[src/rtl/mips32_pkg.sv]
// Shared MIPS32 pipeline definitions: opcode constants, instruction width,
// and the fetch-queue entry layout.
package mips32_pkg;

    localparam int INSTR_W = 32;

    localparam logic [5:0] OP_SPECIAL = 6'b000000;
    localparam logic [5:0] OP_J       = 6'b000010;
    localparam logic [5:0] OP_JAL     = 6'b000011;
    localparam logic [5:0] OP_BEQZ    = 6'b000100;
    localparam logic [5:0] OP_BNEQZ   = 6'b000101;
    localparam logic [5:0] OP_ADDI    = 6'b001000;
    localparam logic [5:0] OP_LW      = 6'b100011;
    localparam logic [5:0] OP_SW      = 6'b101011;
    localparam logic [5:0] OP_HLT     = 6'b111111;

    // One buffered instruction together with the address that follows it.
    typedef struct packed {
        logic [INSTR_W-1:0] ir;
        logic [INSTR_W-1:0] npc;
    } fetch_entry_t;

    function automatic logic [5:0] opcode_of(input logic [INSTR_W-1:0] ir);
        return ir[31:26];
    endfunction

    function automatic logic is_hlt(input logic [INSTR_W-1:0] ir);
        return opcode_of(ir) == OP_HLT;
    endfunction

endpackage

[src/rtl/mips32_sync_fifo.sv]
// Register FIFO for fetched instructions. The head is held in its own
// register, loaded from either storage or the incoming word, so the head
// outputs never depend combinationally on push and keep their last value
// once the queue runs empty.
module mips32_sync_fifo
    import mips32_pkg::*;
#(
    parameter int DEPTH = 4
) (
    input  logic                   clk,
    input  logic                   rst_n,
    input  logic                   push,
    input  logic [INSTR_W-1:0]     push_ir,
    input  logic [INSTR_W-1:0]     push_npc,
    input  logic                   pop,
    input  logic                   flush,
    output logic [$clog2(DEPTH):0] count,
    output logic [INSTR_W-1:0]     head_ir,
    output logic [INSTR_W-1:0]     head_npc
);

    localparam int PW = $clog2(DEPTH);
    localparam int CW = PW + 1;

    fetch_entry_t      mem_q [DEPTH];
    fetch_entry_t      head_q, head_d, in_e;
    logic [PW-1:0]     wr_ptr_q, wr_ptr_d, rd_ptr_q, rd_ptr_d;
    logic [CW-1:0]     count_q, count_d, remain;
    logic              do_push, do_pop;

    assign in_e    = '{ir: push_ir, npc: push_npc};
    // The producer only pushes when it holds a credit, so no full check here.
    assign do_push = push & ~flush;
    assign do_pop  = pop & (count_q != '0);

    // Next pointers, occupancy and the entry that becomes head after this edge.
    always_comb begin
        wr_ptr_d = wr_ptr_q + PW'(do_push);
        rd_ptr_d = rd_ptr_q + PW'(do_pop);
        count_d  = count_q + CW'(do_push) - CW'(do_pop);
        remain   = count_q - CW'(do_pop);
        head_d   = head_q;
        if (flush) begin
            wr_ptr_d = '0;
            rd_ptr_d = '0;
            count_d  = '0;
        end else if (count_d != '0) begin
            // Nothing older left behind the pop: the pushed word is the new head.
            head_d = (remain == '0) ? in_e : mem_q[rd_ptr_d];
        end
    end

    // Entry storage; contents are only meaningful while counted.
    always_ff @(posedge clk) begin
        if (do_push) mem_q[wr_ptr_q] <= in_e;
    end

    // Pointer, count and head register state.
    always_ff @(posedge clk or negedge rst_n) begin
        if (!rst_n) begin
            wr_ptr_q <= '0;
            rd_ptr_q <= '0;
            count_q  <= '0;
            head_q   <= '0;
        end else begin
            wr_ptr_q <= wr_ptr_d;
            rd_ptr_q <= rd_ptr_d;
            count_q  <= count_d;
            head_q   <= head_d;
        end
    end

    assign count    = count_q;
    assign head_ir  = head_q.ir;
    assign head_npc = head_q.npc;

endmodule

[src/rtl/mips32_fetch_queue.sv]
// MIPS32 instruction fetch front-end: issues one-word requests under a
// credit limit, queues responses tagged with the fetch epoch, and hands
// them to IF/ID via valid/ready. A redirect flips the epoch so every
// older response still on the way is discarded.
// Optional feature macro: FETCH_HLT_STOP_EN (stop fetching after a hlt word).
module mips32_fetch_queue
    import mips32_pkg::*;
#(
    parameter int          DEPTH    = 4,
    parameter int          ADDR_W   = 10,
    parameter int unsigned RESET_PC = 0
) (
    input  logic               clk,
    input  logic               rst_n,
    output logic               imem_req,
    output logic [ADDR_W-1:0]  imem_addr,
    input  logic               imem_gnt,
    input  logic               imem_rvalid,
    input  logic [31:0]        imem_rdata,
    output logic               if_valid,
    input  logic               if_ready,
    output logic [31:0]        if_ir,
    output logic [31:0]        if_npc,
    input  logic               redirect_valid,
    input  logic [ADDR_W-1:0]  redirect_pc,
    output logic               fetch_stopped
);

    localparam int CW = $clog2(DEPTH) + 1;
    localparam int UW = CW + 1;

    logic [ADDR_W-1:0]  pc_q, pc_d;
    logic [ADDR_W-1:0]  infl_addr_q;
    logic               inflight_q, infl_epoch_q, epoch_q;
    logic               stopped;
    logic [CW-1:0]      count;
    logic [UW-1:0]      used;
    logic               grant, accept, pop;
    logic [INSTR_W-1:0] rsp_npc;

    // Credit uses registered occupancy only: a pop this cycle frees nothing
    // until next cycle. Requests are held off while reset is asserted.
    assign used      = {1'b0, count} + UW'(inflight_q);
    assign imem_req  = rst_n & ~stopped & (used < UW'(DEPTH));
    assign imem_addr = pc_q;
    assign grant     = imem_req & imem_gnt;

    // A response is kept only if it belongs to the current epoch, fetching is
    // live, and no redirect is flushing the queue on this edge.
    assign accept  = imem_rvalid & inflight_q & (infl_epoch_q == epoch_q)
                   & ~stopped & ~redirect_valid;
    assign rsp_npc = INSTR_W'(infl_addr_q) + INSTR_W'(1);

    assign if_valid = (count != '0);
    assign pop      = if_valid & if_ready;

    // Next fetch address: redirect wins over sequential advance.
    always_comb begin
        pc_d = pc_q;
        if (redirect_valid) pc_d = redirect_pc;
        else if (grant)     pc_d = pc_q + ADDR_W'(1);
    end

    // Fetch address, epoch and the single outstanding-request tag.
    always_ff @(posedge clk or negedge rst_n) begin
        if (!rst_n) begin
            pc_q         <= ADDR_W'(RESET_PC);
            epoch_q      <= 1'b0;
            inflight_q   <= 1'b0;
            infl_addr_q  <= '0;
            infl_epoch_q <= 1'b0;
        end else begin
            pc_q       <= pc_d;
            inflight_q <= grant;
            if (grant) begin
                infl_addr_q  <= pc_q;
                infl_epoch_q <= epoch_q;
            end
            if (redirect_valid) epoch_q <= ~epoch_q;
        end
    end

`ifdef FETCH_HLT_STOP_EN
    logic stopped_q;

    // Stop on a queued hlt; only a redirect restarts fetching.
    always_ff @(posedge clk or negedge rst_n) begin
        if (!rst_n)                                stopped_q <= 1'b0;
        else if (redirect_valid)                   stopped_q <= 1'b0;
        else if (accept && is_hlt(imem_rdata))     stopped_q <= 1'b1;
    end

    assign stopped = stopped_q;
`else
    assign stopped = 1'b0;
`endif

    assign fetch_stopped = stopped;

    mips32_sync_fifo #(
        .DEPTH (DEPTH)
    ) u_fifo (
        .clk      (clk),
        .rst_n    (rst_n),
        .push     (accept),
        .push_ir  (imem_rdata),
        .push_npc (rsp_npc),
        .pop      (pop),
        .flush    (redirect_valid),
        .count    (count),
        .head_ir  (if_ir),
        .head_npc (if_npc)
    );

endmodule

[config.mk]
export PLATFORM = sky130hd
export DESIGN_NAME = mips32_fetch_queue
export DESIGN_NICKNAME = d
export VERILOG_FILES = /design/src/rtl/mips32_pkg.sv /design/src/rtl/mips32_sync_fifo.sv /design/src/rtl/mips32_fetch_queue.sv
export SDC_FILE = /design/constraint.sdc
export NUM_CORES = 1
export LEC_CHECK = 0
export BUFFER_PORTS_ARGS = -buffer_cell sky130_fd_sc_hd__buf_2
export CELL_PAD_IN_SITES_DETAIL_PLACEMENT = 1
export CELL_PAD_IN_SITES_GLOBAL_PLACEMENT = 2
export CORE_MARGIN = 10
export CORE_UTILIZATION = 37
export DETAILED_ROUTE_END_ITERATION = 8
export PLACE_DENSITY_LB_ADDON = 0.1
export SLEW_MARGIN = 10
export SYNTH_ARGS = -nofsm -noshare
export SYNTH_HDL_FRONTEND = slang
export SYNTH_SLANG_ARGS = --single-unit
[constraint.sdc]
create_clock -name clk -period 4.3 [get_ports clk]
set_input_delay 0 -clock clk [delete_from_list [all_inputs] [get_ports clk]]
set_output_delay 0 -clock clk [all_outputs]
set_load 0.01 [all_outputs]
==> results of run 1 <==
## power by group through the flow
stage | sequential [mW] | combinational [mW] | clock, mW
after floorplan | 3.24 | 2.61 | 0
after global placement | 3.29 | 3.82 | 0
after detailed placement | 3.29 | 3.88 | 0
after CTS | 3.24 | 3.92 | 2.72
after global routing | 3.28 | 4.26 | 2.81
final | 3.24 | 3.87 | 2.66
## metrics by stage
step / hold slack, ps / power (mW) / util, % / instances
3_3_place_gp: 38.9 / 7.11 / 40.4 / 1412
5_1_grt: 62.1 / 10.3 / 45.2 / 1515
3_5_place_dp: 58.4 / 7.16 / 40.4 / 1412
6_report: 25.2 / 9.77 / 45.2 / 1515
2_1_floorplan: -296 / 5.85 / - / 950
4_1_cts: 20.0 / 9.88 / 45.2 / 1515
## sequential cells by signal, indices dropped and copies added (netlist names)
signal and cells:
u_fifo.mem_q 172, u_fifo.head_ir 32, u_fifo.head_npc 11, imem_addr 10, infl_addr_q 10, u_fifo.count 3, u_fifo.rd_ptr_q 2, u_fifo.wr_ptr_q 2
epoch_q 1, infl_epoch_q 1, inflight_q 1
## cells by family (layout without fill, tap and decap cells)
logic type,after synthesis,after routing,share of synthesized area (%)
and+or+nand+nor,218,218,8.93
muxes,100,100,9.53
DFF,245,245,58.2
AOI/OAI and AO/OA,241,241,17.1
other,1,22,0.0312
xor gates and xnor gates,8,8,0.583
buffers and inverters,110,240,5.02
adders and majority gates,6,6,0.687
## worst min path at each step
stage	to	start	slack, ps
after detailed placement	u_fifo.head_ir[26]	rst_n	60
after global routing	u_fifo.head_ir[24]	rst_n	60
after floorplan	epoch_q	rst_n	-300
after global placement	u_fifo.head_ir[26]	rst_n	40
final	u_fifo.head_ir[24]	rst_n	30
after CTS	u_fifo.head_ir[26]	rst_n	20
## layout make-up
cell class                      count  area, um2
Multi-Input combinational cell    595       4560
Inverter                           12       45.0
Fill cell                        3281      17400
Tap cell                          435        544
Clock inverter                     16        178
Sequential cell                   245       7000
Clock buffer                       40        880
Timing Repair Buffer              172       1180
## layout by cell type (no fill, tap or decap), drive strengths merged, types with 29 or more instances in the layout
cell,netlist,layout
clkbuf,41,40
a221o,76,76
nand2b,38,38
mux2,50,50
edfxtp,172,172
a221oi,38,38
dlygate4sd3,0,47
dfrtp,73,73
buf,57,125
o21ai,79,79
nand2,85,85
mux2i,50,50
nor2,29,29
## routing by layer
layer | GRT usage (%) | routed length [um]
met5 | 0 | 0
met4 | 3.25 | 504
met3 | 2.19 | 1120
met2 | 29.5 | 17400
met1 | 22.7 | 16600
==> impl.org, run 1 <==
** Clock network
- In this run the number of H-tree levels came out at 1.
- TritonCTS built the clock tree.
- CTS Hold Buffers Added :: 47
- The number of setup buffers added after CTS is 0.
- Maximum number of buffers from clock root to sink :: 3
- The cell sitting at the root of the clock tree is a clkbuf_16.
- Once the clock tree was built, the resizer swapped 0 gates to a different size.
- Clock-pin slew was measured on the worst setup and hold paths at 60 ps.
- The clock net in this run drives a total of 245 sinks.
- Clock tree synthesis inserted a total of 30 buffers.
- For the worst-skew pair, the clock arrives at the later sink with an insertion delay of 550 ps.

** Flow run
- Across the run, the number of max-cap violations was 0.

** Timing
- Setup repair after global routing left no endpoint under its margin.
- Setup slack of the critical path after layout :: 1040 ps
- Between clock sinks in the finished design, the worst skew comes to 16.5 ps.
- Dividing the final minimum period by the clock period gives 75.8%.
- The hold violation count in the final report is 0.
- Setup-failing EPs final :: 0
- Summed over all failing endpoints, the final setup total negative slack is 0 ps.
- At the pin with the least slew margin, the transition time is 945 ps.
- Counting I/O delays and the setup requirement, the final critical path takes 3260 ps.
- The max-slew violation count came to 0.
- Max-slew headroom at the worst pin :: 36.8%
- Peak Freq :: 307 MHz

** Setup path
- The worst register-to-register path begins at epoch_q.
- The worst register-to-register path has a setup slack of 1040 ps.
- Critical path depth in cells :: 10
- CP max stage cell :: nor3_1
- The critical path goes through xor2_1, nor3_1, ha_1, inv_1, fa_1, xnor2_1, a31o_2, buf_4, nand2_1, o21ai_1.
- Critical path required time :: 4760 ps
- STA classifies the critical path startpoint as a flip-flop.
- Capture point of the worst reg-to-reg path :: u_fifo.head_ir[14]
- On the worst path, the slowest cell contributes a delay of 510 ps.
- The worst register-to-register path has a depth of 10.
- Arrival time at the worst endpoint :: 3720 ps
- Biggest fanout along the worst timing path :: 15
- Worst setup path startpoint :: epoch_q
- Type of the worst setup path :: reg -> reg
- The worst setup path is captured at a flip-flop.
- Broken down by cell family, the worst path's largest delay share belongs to adder cells.
- Termination of the worst setup path :: u_fifo.head_ir[14]
- Together, buffers and inverters on the worst path number 2.

** Floorplan
- In this run the standard cell core region covers 31800 um2.
- Height of the die :: 200 um
- The initialized floorplan defines 65 standard-cell rows.
- For this configuration, the core starts out at a cell density of 37.8%.
- The floorplan step set the die width to 200 um.
- The floorplan step defined a die boundary enclosing 40100 um2.
- 125 I/O pins were placed.

** Global route
- Entering global routing, the biggest net connects 82 pins.
- Aggregate global routing overflow :: 0
- The number of antenna violations at the first check in global routing is 0.
- Via count of the first global-routing pass :: 8887
- The first global-routing pass estimated 55100 um of wire.
- For this run, the total global-route usage over all layers was measured as 17.1%.

** Cells and area
- Share of cells above drive strength 1 :: 25.4%
- 0 antenna diodes ended up in the layout.
- Design Area, Final :: 14400 um2
- Number of nets in the finished design :: 1110
- Area growth from synthesis to layout :: 19.7%

** Placement
- Detailed placement finished with a half-perimeter wire length of 21300 um.
- Port bufs :: 102
- At the end of routability-driven placement, the weighted congestion stood at 0.736.
- The placed instances occupy a cell area of 12900 um2.
- Worst slack, placed :: 1030 ps

** Logic synthesis
- Proportion of register bits with asynchronous set or reset after synthesis :: 29.8%
- Synthesized instance count :: 929
- Yosys warning total :: 0
- For this run, the register share of the synthesized area comes to 58.2%.
- Area leader, netlist :: edfxtp_1
- The netlist uses 60 different library cells.
- Synthesized area per cell :: 12.9 um2
- The synthesized design devotes to its leading area cell type 43.0% of total area.
- In the synthesized netlist the dominant register cell turns out to be edfxtp_1.
- Sorting the synthesized cells by how often they occur yields 172 x edfxtp_1, 85 x nand2_1, 76 x a221o_1.
- By area the synthesized netlist is led by edfxtp_1 43%, dfrtp_1 15%, a221o_1 6.3%.
- The most common cell in the synthesized netlist is edfxtp_1.
- Post-synthesis register bit count :: 245
- In this run, synthesis inferred 172 flip-flops with an integrated enable.
- Summing every instance area after synthesis gives 12000 um2.

** Detailed routing
- Post-route antenna net violation count :: 0
- In the routed design, unresolved DRC markers number 0.
- In the final routed layout, each cell accounts on average for 23.5 um.
- The first detailed-routing pass took 5 iterations.
- Using the TritonRoute via totals, the vias-per-cell ratio works out to 5.49.
- Detailed Route WL :: 35600 um
- Drt first-iter violations :: 453
- Across all layers, the routed design uses 8317 vias.

** Power and ir drop
- The clock network burns 27.3% of the power.
- Pwr Density :: 679 nW/um2
- Pleak :: 5.39 nW
- Combinational cells account for 39.6% of the total power.
- The internal power of the cells totals 6.02 mW.
- Net switching is 38.4% of the power.
- Register share of total power :: 33.1%
- Worst IR Drop VDD :: 0.352 mV
- The analysis attributes to net switching a power of 3.75 mW.

** Status
- Outcome :: complete, no violations

** Hold path
- Class of the most critical hold timing path :: in -> async
Power figures use the tool's default switching activity.
==> inputs of run 2 (changes only) <==
--- a/config.mk
+++ b/config.mk
@@ -5,6 +5,7 @@
 export SDC_FILE = /design/constraint.sdc
 export NUM_CORES = 1
 export LEC_CHECK = 0
+export ABC_AREA = 1
 export BUFFER_PORTS_ARGS = -buffer_cell sky130_fd_sc_hd__buf_2
 export CELL_PAD_IN_SITES_DETAIL_PLACEMENT = 1
 export CELL_PAD_IN_SITES_GLOBAL_PLACEMENT = 2
==> constraint.sdc (replaced) <==
create_clock -name clk -period 3 [get_ports clk]
set_input_delay 0 -clock clk [delete_from_list [all_inputs] [get_ports clk]]
set_output_delay 0 -clock clk [all_outputs]
set_load 0.01 [all_outputs]
==> run 2 against run 1 <==
Compared with the run above:
- cell count rose by 17%
- synthesized cell count rose by 30%
- count of clock-buffer cells in the layout fell by 8
- sequential share of layout area is 2.3 points higher
- power increased by 31%
- cell area fell by 4.6%
- worst setup slack worse by 760 ps
- flip-flop and latch count is the same
- largest cell class unchanged
- highest routed layer is now met5
==> impl.org, run 2 <==
** Timing
- The final clock period utilization by the worst path was 90.6% (+15 points).
- Sum of negative setup slack :: 0 ps (unchanged)
- Actual transition at the worst max-transition pin :: 1050 ps (+107 ps)
- Final Hold Viols :: 0 (unchanged)
- Max-slew violations :: 0 (unchanged)
- The worst setup slack after layout was 283 ps (-758 ps).
- Setup repair after global routing left no endpoint under its margin.
- The time the final worst path needs with I/O delays and setup came to 2720 ps (-542 ps).
- The total setup violations reported at the end of the flow was 0 (unchanged).
- Worst-case hold slack :: 48.6 ps (+23.4 ps)
- Max-slew headroom at the worst pin :: 29.8% (-6.9 points)
- Peak Freq :: 368 MHz (+20%)
- The largest clock skew in the final design was 13.6 ps (-2.93 ps).

** Logic synthesis
- The number of synthesis warnings was 0 (unchanged).
- Primary flip-flop cell chosen by synthesis mapping :: edfxtp_1
- Top area cells in the synthesized netlist :: edfxtp_1 46%, dfrtp_1 16%, nand3_1 10%
- Area leader, netlist :: edfxtp_1
- The post-synthesis instance area is 11300 um2 (-5.9%).
- The async set or reset register ratio after synthesis came to 29.8% (unchanged).
- The register bit count reported by yosys was 245 (unchanged).
- The portion of the post-synthesis area used by sequential elements was 61.8% (+3.7 points).
- Ranked by instance count, the synthesized netlist is headed by 284 x nand2_1, 234 x nand3_1, 203 x inv_1.
- Distinct cell type count of the synthesized netlist :: 32 (-47%)
- Leading cell type by number of instances after synthesis :: nand2_1
- Number of flops mapped to enable cells by yosys :: 172 (unchanged)
- The area share of the largest cell type after synthesis was 45.7% (+2.7 points).
- The gate count after technology mapping came to 1207 (+30%).
- The synthesized area per cell came to 9.37 um2 (-28%).

** Global route
- After global routing, the most crowded layer is met2.
- Via count of the first global-routing pass :: 9270 (+4.3%)
- Met1 usage in global routing :: 20.3% (-2.4 points)
- The total track usage is 16.6% (-0.57 points).
- The number of antenna violations at the first check in global routing is 1 (+1).
- The met3 capacity usage during global routing came to 2.84% (+0.65 points).
- The aggregate global routing overflow was 0 (unchanged).
- The global-route wire length before repair was 51200 um (-7.0%).
- The global routing usage on met2 is 29.8% (+0.26 points).
- Maximum number of pins on one net before global-route repair :: 87 (+6.1%)

** Cells and area
- Number of nets in the finished design :: 1418 (+28%)
- Number of antenna cells inserted :: 0 (unchanged)
- The proportion of layout cells with a drive suffix above 1 came to 14.0% (-11 points).
- Total area of multi-input combinational cells :: 3200 um2 (-30%)
- The number of fill cells in the layout was 3418 (+4.2%).
- The number of flip-flops under the largest register name was 172 (unchanged).
- The library cell used most frequently in the layout, excluding fill and tap cells, is nand2_1.
- Commonest cells after routing, fill and taps aside :: 283 x nand2_1, 234 x nand3_1, 203 x inv_1
- Area growth from synthesis to layout :: 21.3%
- The register with the most flip-flops in the final layout is u_fifo.mem_q.
- The sequential cell area is 6990 um2 (-0.11%).

** Power and ir drop
- The power share of the clock group came to 26.5% (-0.8 points).
- Cell-internal power :: 7.83 mW (+30%)
- Pleak :: 6.38 nW (+18%)
- The net load switching power came to 5.00 mW (+33%).
- The worst supply voltage drop on vdd is 0.700 mV (+99%).
- Total power draw :: 12.8 mW (+31%)
- Part of the power in combinational logic :: 38.7% (-0.9 points)
- The power per cell area came to 935 nW/um2 (+38%).
- The switching share of total power came to 38.9% (+0.57 points).
- Register share of total power :: 34.8% (+1.7 points)

** Setup path
- Element type at the critical path start :: flip-flop
- By startpoint and endpoint, the worst setup path is classified as reg -> reg.
- Worst setup path startpoint :: u_fifo.count[0]
- The maximum net fanout on the critical path was 12 (-3).
- The critical path required time is 3430 ps (-1330 ps).
- Capture point of the worst reg-to-reg path :: u_fifo.head_npc[2]
- Reg-to-reg setup timing slack :: 280 ps (-760 ps)
- The worst-case reg-to-reg path depth was 15 (+5).
- Reg-to-Reg Start :: u_fifo.count[0]
- Arrival time at the worst endpoint :: 3140 ps (-580 ps)
- STA classifies the critical path endpoint as a flip-flop.

** Floorplan
- The number of standard-cell rows in the floorplan was 63 (-3.1%).
- The starting density of the core came to 37.9% (+0.048 points).
- Die boundary width :: 195 um (-2.7%)
- CORE AREA :: 29900 um2 (-6.1%)
- The height of the die came to 195 um (-2.7%).
- The area enclosed by the die boundary is 38000 um2 (-5.3%).
- The number of placed I/O pins was 125 (unchanged).

** Placement
- The final estimated routing congestion in global placement was 0.735 (-0.26%).
- The count of input and output buffers came to 102 (unchanged).
- The post-detailed-placement half-perimeter wirelength was 19400 um (-8.7%).
- The placement-stage worst setup slack was 198 ps (-828 ps).

** Detailed routing
- The wire length per cell after detailed routing was 18.1 um (-23%).
- The remaining design rule violation count is 0 (unchanged).
- Post-route antenna net violation count :: 0 (unchanged)
- The routed via count came to 8527 (+2.5%).
- Detailed Route WL :: 32100 um (-9.7%)
- The number of vias per cell was 4.80 (-13%).
- Drt first-iter violations :: 345 (-24%)
- The count of TritonRoute iterations in the first routing pass is 5 (unchanged).

** Status
- The flow ran to the end, and the final reports show no timing, DRC or antenna violations.

** Hold path
- Hold Path Stages :: 6
- The worst hold path terminates at u_fifo.wr_ptr_q[0].
- The tightest min-delay check is of the in -> reg type.
- Startpoint of the worst hold path :: imem_rvalid

** Clock network
- Number of sinks on the clock net :: 245 (unchanged)
- TritonCTS built the clock tree.
- The maximum clock path buffer count is 3 (unchanged).
- Post-CTS clock slew at the launch and capture registers of the worst setup and hold paths :: 60 ps (about the same)
- Number of H-tree branching levels :: 1 (unchanged)
- CTS root buffer :: clkbuf_16
- The latest clock arrival within the worst-skew pair was 540 ps (about the same).
- The TritonCTS buffer count was 29 (-3.3%).

** Flow run
- Max-cap check violation count :: 0 (unchanged)
[run 2: worst max path at each step]
stage                                    end  depth (start not counted)
after CTS                 u_fifo.head_ir[22]                         15
after global routing      u_fifo.head_npc[2]                         15
after floorplan           u_fifo.mem_q[2][0]                          3
after detailed placement  u_fifo.head_ir[22]                         15
after global placement    u_fifo.head_npc[0]                         15
final                     u_fifo.head_npc[2]                         15
[run 2: cell type report]
cell class,instances,share of cell area (%)
repair buffers,183,9.71
well taps,390,3.56
clock inverters,21,1.29
inverters,211,5.79
flip-flops and latches,245,51.0
clock buffers,32,5.37
multi-input cells,694,23.3
[run 2: layer usage]
layer / share of wire (%) / wire [um] / vias up
met4: 1.4 / 462 / 2
li1: - / - / 4131
met2: 51 / 16200 / 132
met1: 44 / 14100 / 4224
met5: 0.028 / 9 / -
met3: 4.0 / 1290 / 38
[run 2: through the flow]
| step | instance area [um2] | instances | util [%] |
|---|---|---|---|
| final | 13700 | 1776 | 45.9 |
| after global routing | 13700 | 1776 | 45.9 |
| after CTS | 13700 | 1775 | 45.8 |
| after detailed placement | 12200 | 1671 | 41.0 |
| after global placement | 12200 | 1671 | 41.0 |
| after floorplan | 11400 | 1228 | - |
[run 2: power groups by stage]
stage | Clock (mW) | Combinational (mW) | Sequential (mW)
floorplan | 0 | 3.03 | 4.62
global placement | 0 | 4.79 | 4.52
finish | 3.40 | 4.96 | 4.46
CTS | 3.49 | 4.93 | 4.47
global route | 3.63 | 5.68 | 4.52
detailed placement | 0 | 4.86 | 4.53
[run 2: cells by family after synthesis]
| family | count (synthesis) | share of synthesized area (%) |
|---|---|---|
| compound gates | 25 | 1.29 |
| buf+inv | 289 | 11.0 |
| other cells | 1 | 0.0332 |
| simple gates | 629 | 24.2 |
| fa+ha+maj | 6 | 0.730 |
| xor+xnor | 12 | 0.929 |
| flops | 245 | 61.8 |
[run 2: what timing repair did]
item,4_1_cts,5_1_grt
hold endpoints to repair,207,0
hold buffers,51,0
resized for setup,0,4
endpoints found under the setup margin,0,28
setup buffers,0,0
[run 2: critical path, stage by stage, from the launching register on]
cell and delay, ps:
dfrtp_1 400, inv_2 90, nand2_4 110, nand2_2 70, nor2_1 170, o21bai_1 150
ha_1 160, inv_1 50, fa_1 420, xnor2_2 240, a31oi_4 170, inv_4 160
buf_4 220, nor2_1 60, nand2_1 90, nand2_1 50
